File: src/rtl/character_life_controller.sv
`timescale 1ns / 1ps
// -----------------------------------------------------------------------------
// character_life_controller
//
// Sequences the player character's life cycle (alive, dying, respawn,
// invulnerable, game over) from collision events. Keeps score, lives and the
// coin tally, and drives respawn / invincibility / game-over flags to the
// sprite and HUD logic. Every output comes straight from a register.
//
// Ports
//   clk            system clock
//   rst_n          asynchronous reset, active low
//   evt_valid      collision event valid, one clk per event
//   Collision      contact sides {up,down,left,right} = [3:0]
//   Collision_Type object type: 302 monster, 102 coin, others ignored
//   frame_tick     one-clk pulse per video frame
//   restart        one-clk pulse, start a new game
//   State          0 ALIVE, 1 DYING, 2 RESPAWN, 3 INVULN, 4 GAME_OVER
//   Score          score, saturates at 2047
//   Life           remaining lives
//   coin_count     coins toward the next extra life
//   invincible     1 while State==INVULN
//   game_over      1 while State==GAME_OVER
//   respawn        1 for the single clk spent in RESPAWN
// -----------------------------------------------------------------------------
module character_life_controller #(
  parameter int unsigned INIT_LIFE      = 3,
  parameter int unsigned MAX_LIFE       = 99,
  parameter int unsigned COIN_PTS       = 1,
  parameter int unsigned STOMP_PTS      = 3,
  parameter int unsigned COINS_PER_LIFE = 100,
  parameter int unsigned DEATH_TICKS    = 50,
  parameter int unsigned INVULN_TICKS   = 120
) (
  input  logic        clk,
  input  logic        rst_n,
  input  logic        evt_valid,
  input  logic [3:0]  Collision,
  input  logic [10:0] Collision_Type,
  input  logic        frame_tick,
  input  logic        restart,
  output logic [10:0] State,
  output logic [10:0] Score,
  output logic [10:0] Life,
  output logic [6:0]  coin_count,
  output logic        invincible,
  output logic        game_over,
  output logic        respawn
);

  localparam int unsigned TICKS_MAX = (DEATH_TICKS > INVULN_TICKS) ? DEATH_TICKS : INVULN_TICKS;
  localparam int unsigned TIMER_W   = $clog2(TICKS_MAX + 1);

  localparam logic [10:0] TYPE_MONSTER = 11'd302;
  localparam logic [10:0] TYPE_COIN    = 11'd102;

  typedef enum logic [2:0] {
    ALIVE     = 3'd0,
    DYING     = 3'd1,
    RESPAWN   = 3'd2,
    INVULN    = 3'd3,
    GAME_OVER = 3'd4
  } state_t;

  state_t               state_q, state_d;
  logic [10:0]          score_q, score_d;
  logic [10:0]          life_q,  life_d;
  logic [6:0]           coin_q,  coin_d;
  logic [TIMER_W-1:0]   timer_q, timer_d;
  logic                 inv_q, go_q, resp_q;

  // Event decode. Only the "down" contact side distinguishes a stomp from a hit.
  logic is_monster, is_stomp, is_hit, is_coin;
  assign is_monster = evt_valid && (Collision_Type == TYPE_MONSTER);
  assign is_stomp   = is_monster &&  Collision[2];
  assign is_hit     = is_monster && !Collision[2];
  assign is_coin    = evt_valid && (Collision_Type == TYPE_COIN);

  // The other contact sides carry no meaning for this block.
  logic unused_collision;
  assign unused_collision = ^{Collision[3], Collision[1:0]};

  // Score additions use a 12-bit sum so the carry out selects the clamp.
  logic [11:0] stomp_sum, coin_sum;
  logic [10:0] score_stomp, score_coin;
  assign stomp_sum   = {1'b0, score_q} + 12'(STOMP_PTS);
  assign coin_sum    = {1'b0, score_q} + 12'(COIN_PTS);
  assign score_stomp = stomp_sum[11] ? 11'h7FF : stomp_sum[10:0];
  assign score_coin  = coin_sum[11]  ? 11'h7FF : coin_sum[10:0];

  // Coin tally: wrapping the tally awards a life, saturating at MAX_LIFE.
  logic        coin_wrap;
  logic [6:0]  coin_inc;
  logic [10:0] life_bonus;
  assign coin_wrap  = (coin_q == 7'(COINS_PER_LIFE - 1));
  assign coin_inc   = coin_wrap ? 7'd0 : coin_q + 7'd1;
  assign life_bonus = (life_q >= 11'(MAX_LIFE)) ? 11'(MAX_LIFE) : life_q + 11'd1;

  // A timed state expires on the tick that brings the timer to zero.
  logic timer_done;
  assign timer_done = (timer_q == '0) || (frame_tick && (timer_q == TIMER_W'(1)));

  always_comb begin
    // NOTE: every signal driven here gets a default first, so no path
    // leaves one unassigned and no latch is inferred.
    state_d = state_q;
    score_d = score_q;
    life_d  = life_q;
    coin_d  = coin_q;
    timer_d = timer_q;

    if (restart) begin
      score_d = '0;
      life_d  = 11'(INIT_LIFE);
      coin_d  = '0;
      state_d = RESPAWN;
    end else begin
      unique case (state_q)
        ALIVE: begin
          if (is_hit) begin
            // The timer reload wins over a same-cycle tick.
            state_d = DYING;
            life_d  = (life_q == '0) ? '0 : life_q - 11'd1;
            timer_d = TIMER_W'(DEATH_TICKS);
          end else if (is_stomp) begin
            score_d = score_stomp;
          end else if (is_coin) begin
            score_d = score_coin;
            coin_d  = coin_inc;
            if (coin_wrap) life_d = life_bonus;
          end
        end
        DYING: begin
          if (frame_tick && timer_q != '0) timer_d = timer_q - TIMER_W'(1);
          if (timer_done) state_d = (life_q == '0) ? GAME_OVER : RESPAWN;
        end
        RESPAWN: begin
          state_d = INVULN;
          timer_d = TIMER_W'(INVULN_TICKS);
        end
        INVULN: begin
          // Scoring and expiry are independent, so both may land on one edge.
          if (is_stomp) begin
            score_d = score_stomp;
          end else if (is_coin) begin
            score_d = score_coin;
            coin_d  = coin_inc;
            if (coin_wrap) life_d = life_bonus;
          end
          if (frame_tick && timer_q != '0) timer_d = timer_q - TIMER_W'(1);
          if (timer_done) state_d = ALIVE;
        end
        GAME_OVER: ;
        default: state_d = ALIVE;
      endcase
    end
  end

  always_ff @(posedge clk or negedge rst_n) begin
    if (!rst_n) begin
      state_q <= ALIVE;
      score_q <= '0;
      life_q  <= 11'(INIT_LIFE);
      coin_q  <= '0;
      timer_q <= '0;
      inv_q   <= 1'b0;
      go_q    <= 1'b0;
      resp_q  <= 1'b0;
    end else begin
      // NOTE: non-blocking assignments so every register samples the
      // pre-edge values, independent of statement order.
      state_q <= state_d;
      score_q <= score_d;
      life_q  <= life_d;
      coin_q  <= coin_d;
      timer_q <= timer_d;
      // Flags are decoded from the next state so they change with State.
      inv_q   <= (state_d == INVULN);
      go_q    <= (state_d == GAME_OVER);
      resp_q  <= (state_d == RESPAWN);
    end
  end

  assign State      = {8'd0, state_q};
  assign Score      = score_q;
  assign Life       = life_q;
  assign coin_count = coin_q;
  assign invincible = inv_q;
  assign game_over  = go_q;
  assign respawn    = resp_q;

endmodule

File: config.mk
export PLATFORM = sky130hd
export DESIGN_NAME = character_life_controller
export DESIGN_NICKNAME = d
export VERILOG_FILES = /design/src/rtl/character_life_controller.sv
export SDC_FILE = /design/constraint.sdc
export NUM_CORES = 1
export LEC_CHECK = 0
export BUFFER_PORTS_ARGS = -buffer_cell sky130_fd_sc_hd__buf_2
export CAP_MARGIN = 10
export CORE_UTILIZATION = 50
export CTS_CLUSTER_DIAMETER = 60
export DETAILED_ROUTE_END_ITERATION = 8
export PLACE_DENSITY = 0.76
export SYNTH_ARGS = -nofsm -noshare
export SYNTH_HDL_FRONTEND = slang
export SYNTH_SLANG_ARGS = --single-unit
File: constraint.sdc
create_clock -name clk -period 6.45 [get_ports clk]
set_clock_uncertainty 0.05 [all_clocks]
set_input_delay 0.645 -clock clk [delete_from_list [all_inputs] [get_ports clk]]
set_output_delay 0.645 -clock clk [all_outputs]
set_load 0.02 [all_outputs]
==> reports/qor.txt <==
initial drt markers: 211
DRT antenna net count: 0
register cell area after layout: 1050 sq um
initial antenna violation count: 0
Syn Area/Cell: 8.48 sq um
Hold Vio Cnt, Final: 0
Synth top area share: 32.9%
Critical Path Start Type: register
Syn-to-layout area delta: 10.9%
setup TNS: 0 ns
clock sinks: 42
Starting Density: 51.7%
Crit. End Element: register
Synth area leaders: dfrtp_1 (33%), o21ai_0 (4.6%), a21oi_1 (3.9%), nor2_1 (3.3%), ha_1 (3.3%)
fillers: 548
post-synthesis cell area: 3050 sq um
unrepaired setup endpoints after global routing: false
share of synthesized area spent on multiplexers: 2.71%
routability cong.: 0.887
first-pass GRT wire length: 12600 um
Die W: 80.0 um
DR vias/cell: 6.17
CTS H-tree depth: 2
routed vias: 2911
count of final setup violators: 0
Core Region: 5890 sq um
row cnt: 28
CTS Hold Bufs: 0
crit-path max FO: 15
drt total wl: 7350 um
area leader, netlist: dfrtp_1
Main synth FF type: dfrtp_1
clock latency at the later pin of the worst-skew pair: 0.29 ns
TritonCTS clock tree: yes
Max transition margin: 37.5%
Max IR drop VDD: 0.0000939 V
simple-gate area share of the yosys netlist: 27.2%
pwr dens: 172 nW/um^2
PortBufs: 51
fin crit share: 43.7%
most numerous cell in the Yosys netlist: dfrtp_1
Critical Path AT: 2.93 ns
I/O pin total: 63
number of synthesized flops with an enable pin: 0
largest family of logic cells by synthesized area: simple AND/OR/NAND/NOR gates
Nets: 424
Yosys cell types: 70
CP Class: reg2reg
TritonCTS buffer count: 5
Core Util, Final: 57.4%
total global routing overflow: 0
vias in the first global route: 2665
CTS Root Cell: clkbuf_8
Max Buffers Root-to-Sink: 2
fin. max-slew vios: 0
WL/cell: 15.6 um
largest net degree at the start of global routing: 43
DRC: 0
post-CTS resize count: 0
status: completed
clock-pin slew on the worst setup and hold paths: 0.08 ns
synth cell count leaders: dfrtp_1 (40), o21ai_0 (28), nor2_1 (27)
Post-CTS Setup Bufs: 0
post-synthesis sequential area ratio: 34.6%
Max Clk Rate: 354 MHz
Worst-Margin Slew: 0.937 ns
max cap viols: 0
synthesized instance count: 359
type of the most critical hold path: in2async
Multi-input gate area: 1820 sq um
post-route minimum period: 2.82 ns
die area: 6410 sq um
leakage: 1.46 nW
Async SR Flop Fraction: 100%
CP required: 6.56 ns
Final Power: 0.580 mW
Compound-Gate Fraction of Synth Area: 23.0%
n_diodes: 0
warnings from Yosys: 0
DIE HEIGHT: 80.0 um
area share of xor/xnor cells in the synthesized design: 2.01%
global-route usage over all layers: 24.8%
layout cells sized above 1: 19.1%
Synth Register Bits: 42
DRT Pass-1 Iters: 4
final HPWL from detailed placement: 5270 um
post-synthesis adder-cell area fraction: 3.66%
==> cell families (layout without fill, tap and decap cells) <==
logic type,count (synthesis),count (layout)
AOI/OAI and AO/OA,107,107
xor gates and xnor gates,7,7
adders and majority gates,9,9
buffers and inverters,40,71
DFF,42,42
muxes,8,8
other,1,8
and+or+nand+nor,145,145
==> where the power goes <==
| group | switching, mW | internal [mW] |
|---|---|---|
| clock network | 0.0886 | 0.108 |
| registers | 0.0205 | 0.280 |
| logic | 0.0513 | 0.0313 |
==> worst paths after layout <==
check,from,end,slack (ns),cells after the start
max in group asynchronous,rst_n,Life[3],5.33,1
setup / recovery,state_q[0],Score[6],3.63,6
setup reg to reg,state_q[0],Score[6],3.63,6
min in group clk,coin_count[6],coin_count[6],0.47,1
hold / removal,rst_n,Life[9],0.43,1
hold reg to reg,coin_count[6],coin_count[6],0.47,1
==> state kept, by name, summed over array words and instances (netlist names) <==
register    flops
Life           11
Score          11
coin_count      7
timer_q         7
state_q         3
game_over       1
invincible      1
respawn         1
==> critical path: stages, from the launching register on <==
cell and delay, ns:
dfrtp_1 0.65, xor2_1 0.15, nor2_1 0.72, nor2_1 0.24, nor3_1 0.40, nor4bb_1 0.36, o32ai_1 0.12
==> cell type report <==
cell class / instances / area share, %
Multi-Input combinational cell: 284 / 53.9
Sequential cell: 42 / 31.2
Timing Repair Buffer: 51 / 7.56
Clock buffer: 8 / 3.26
Tap cell: 75 / 2.78
Inverter: 12 / 1.33
==> per-layer routing <==
metal  wire (um)  vias up  part of all wire [%]  track usage, %
li1            -     1400                     -               -
met1        3300     1393                    45            33.8
met2        3550      109                    48            40.6
met3         439        9                   6.0            3.89
met4          61        0                  0.83            6.61
met5           0        -                     0               0
==> cells in the final DEF, fill, tap and decap left out, drive strengths merged, types with 5 or more instances in the layout <==
master | netlist | routed
nand3 | 17 | 17
and3 | 11 | 11
a211oi | 6 | 6
a21oi | 24 | 24
dfrtp | 40 | 40
o21ai | 29 | 29
ha | 8 | 8
buf | 16 | 51
nor4 | 5 | 5
nor3 | 20 | 20
a31oi | 8 | 8
clkbuf | 12 | 8
inv | 12 | 12
nand2 | 25 | 25
conb | 1 | 8
mux2i | 6 | 6
nor2 | 27 | 27
==> metrics by stage <==
step | setup WS [ns] | hold slack, ns | instances | instance area (sq um)
after floorplan | 4.08 | 0.299 | 366 | 3070
after global placement | 3.59 | 0.452 | 464 | 3260
after detailed placement | 3.57 | 0.466 | 464 | 3260
after CTS | 3.64 | 0.477 | 472 | 3370
after global routing | 3.37 | 0.502 | 472 | 3380
final | 3.63 | 0.431 | 472 | 3380
(Power assumes the default switching activity.)
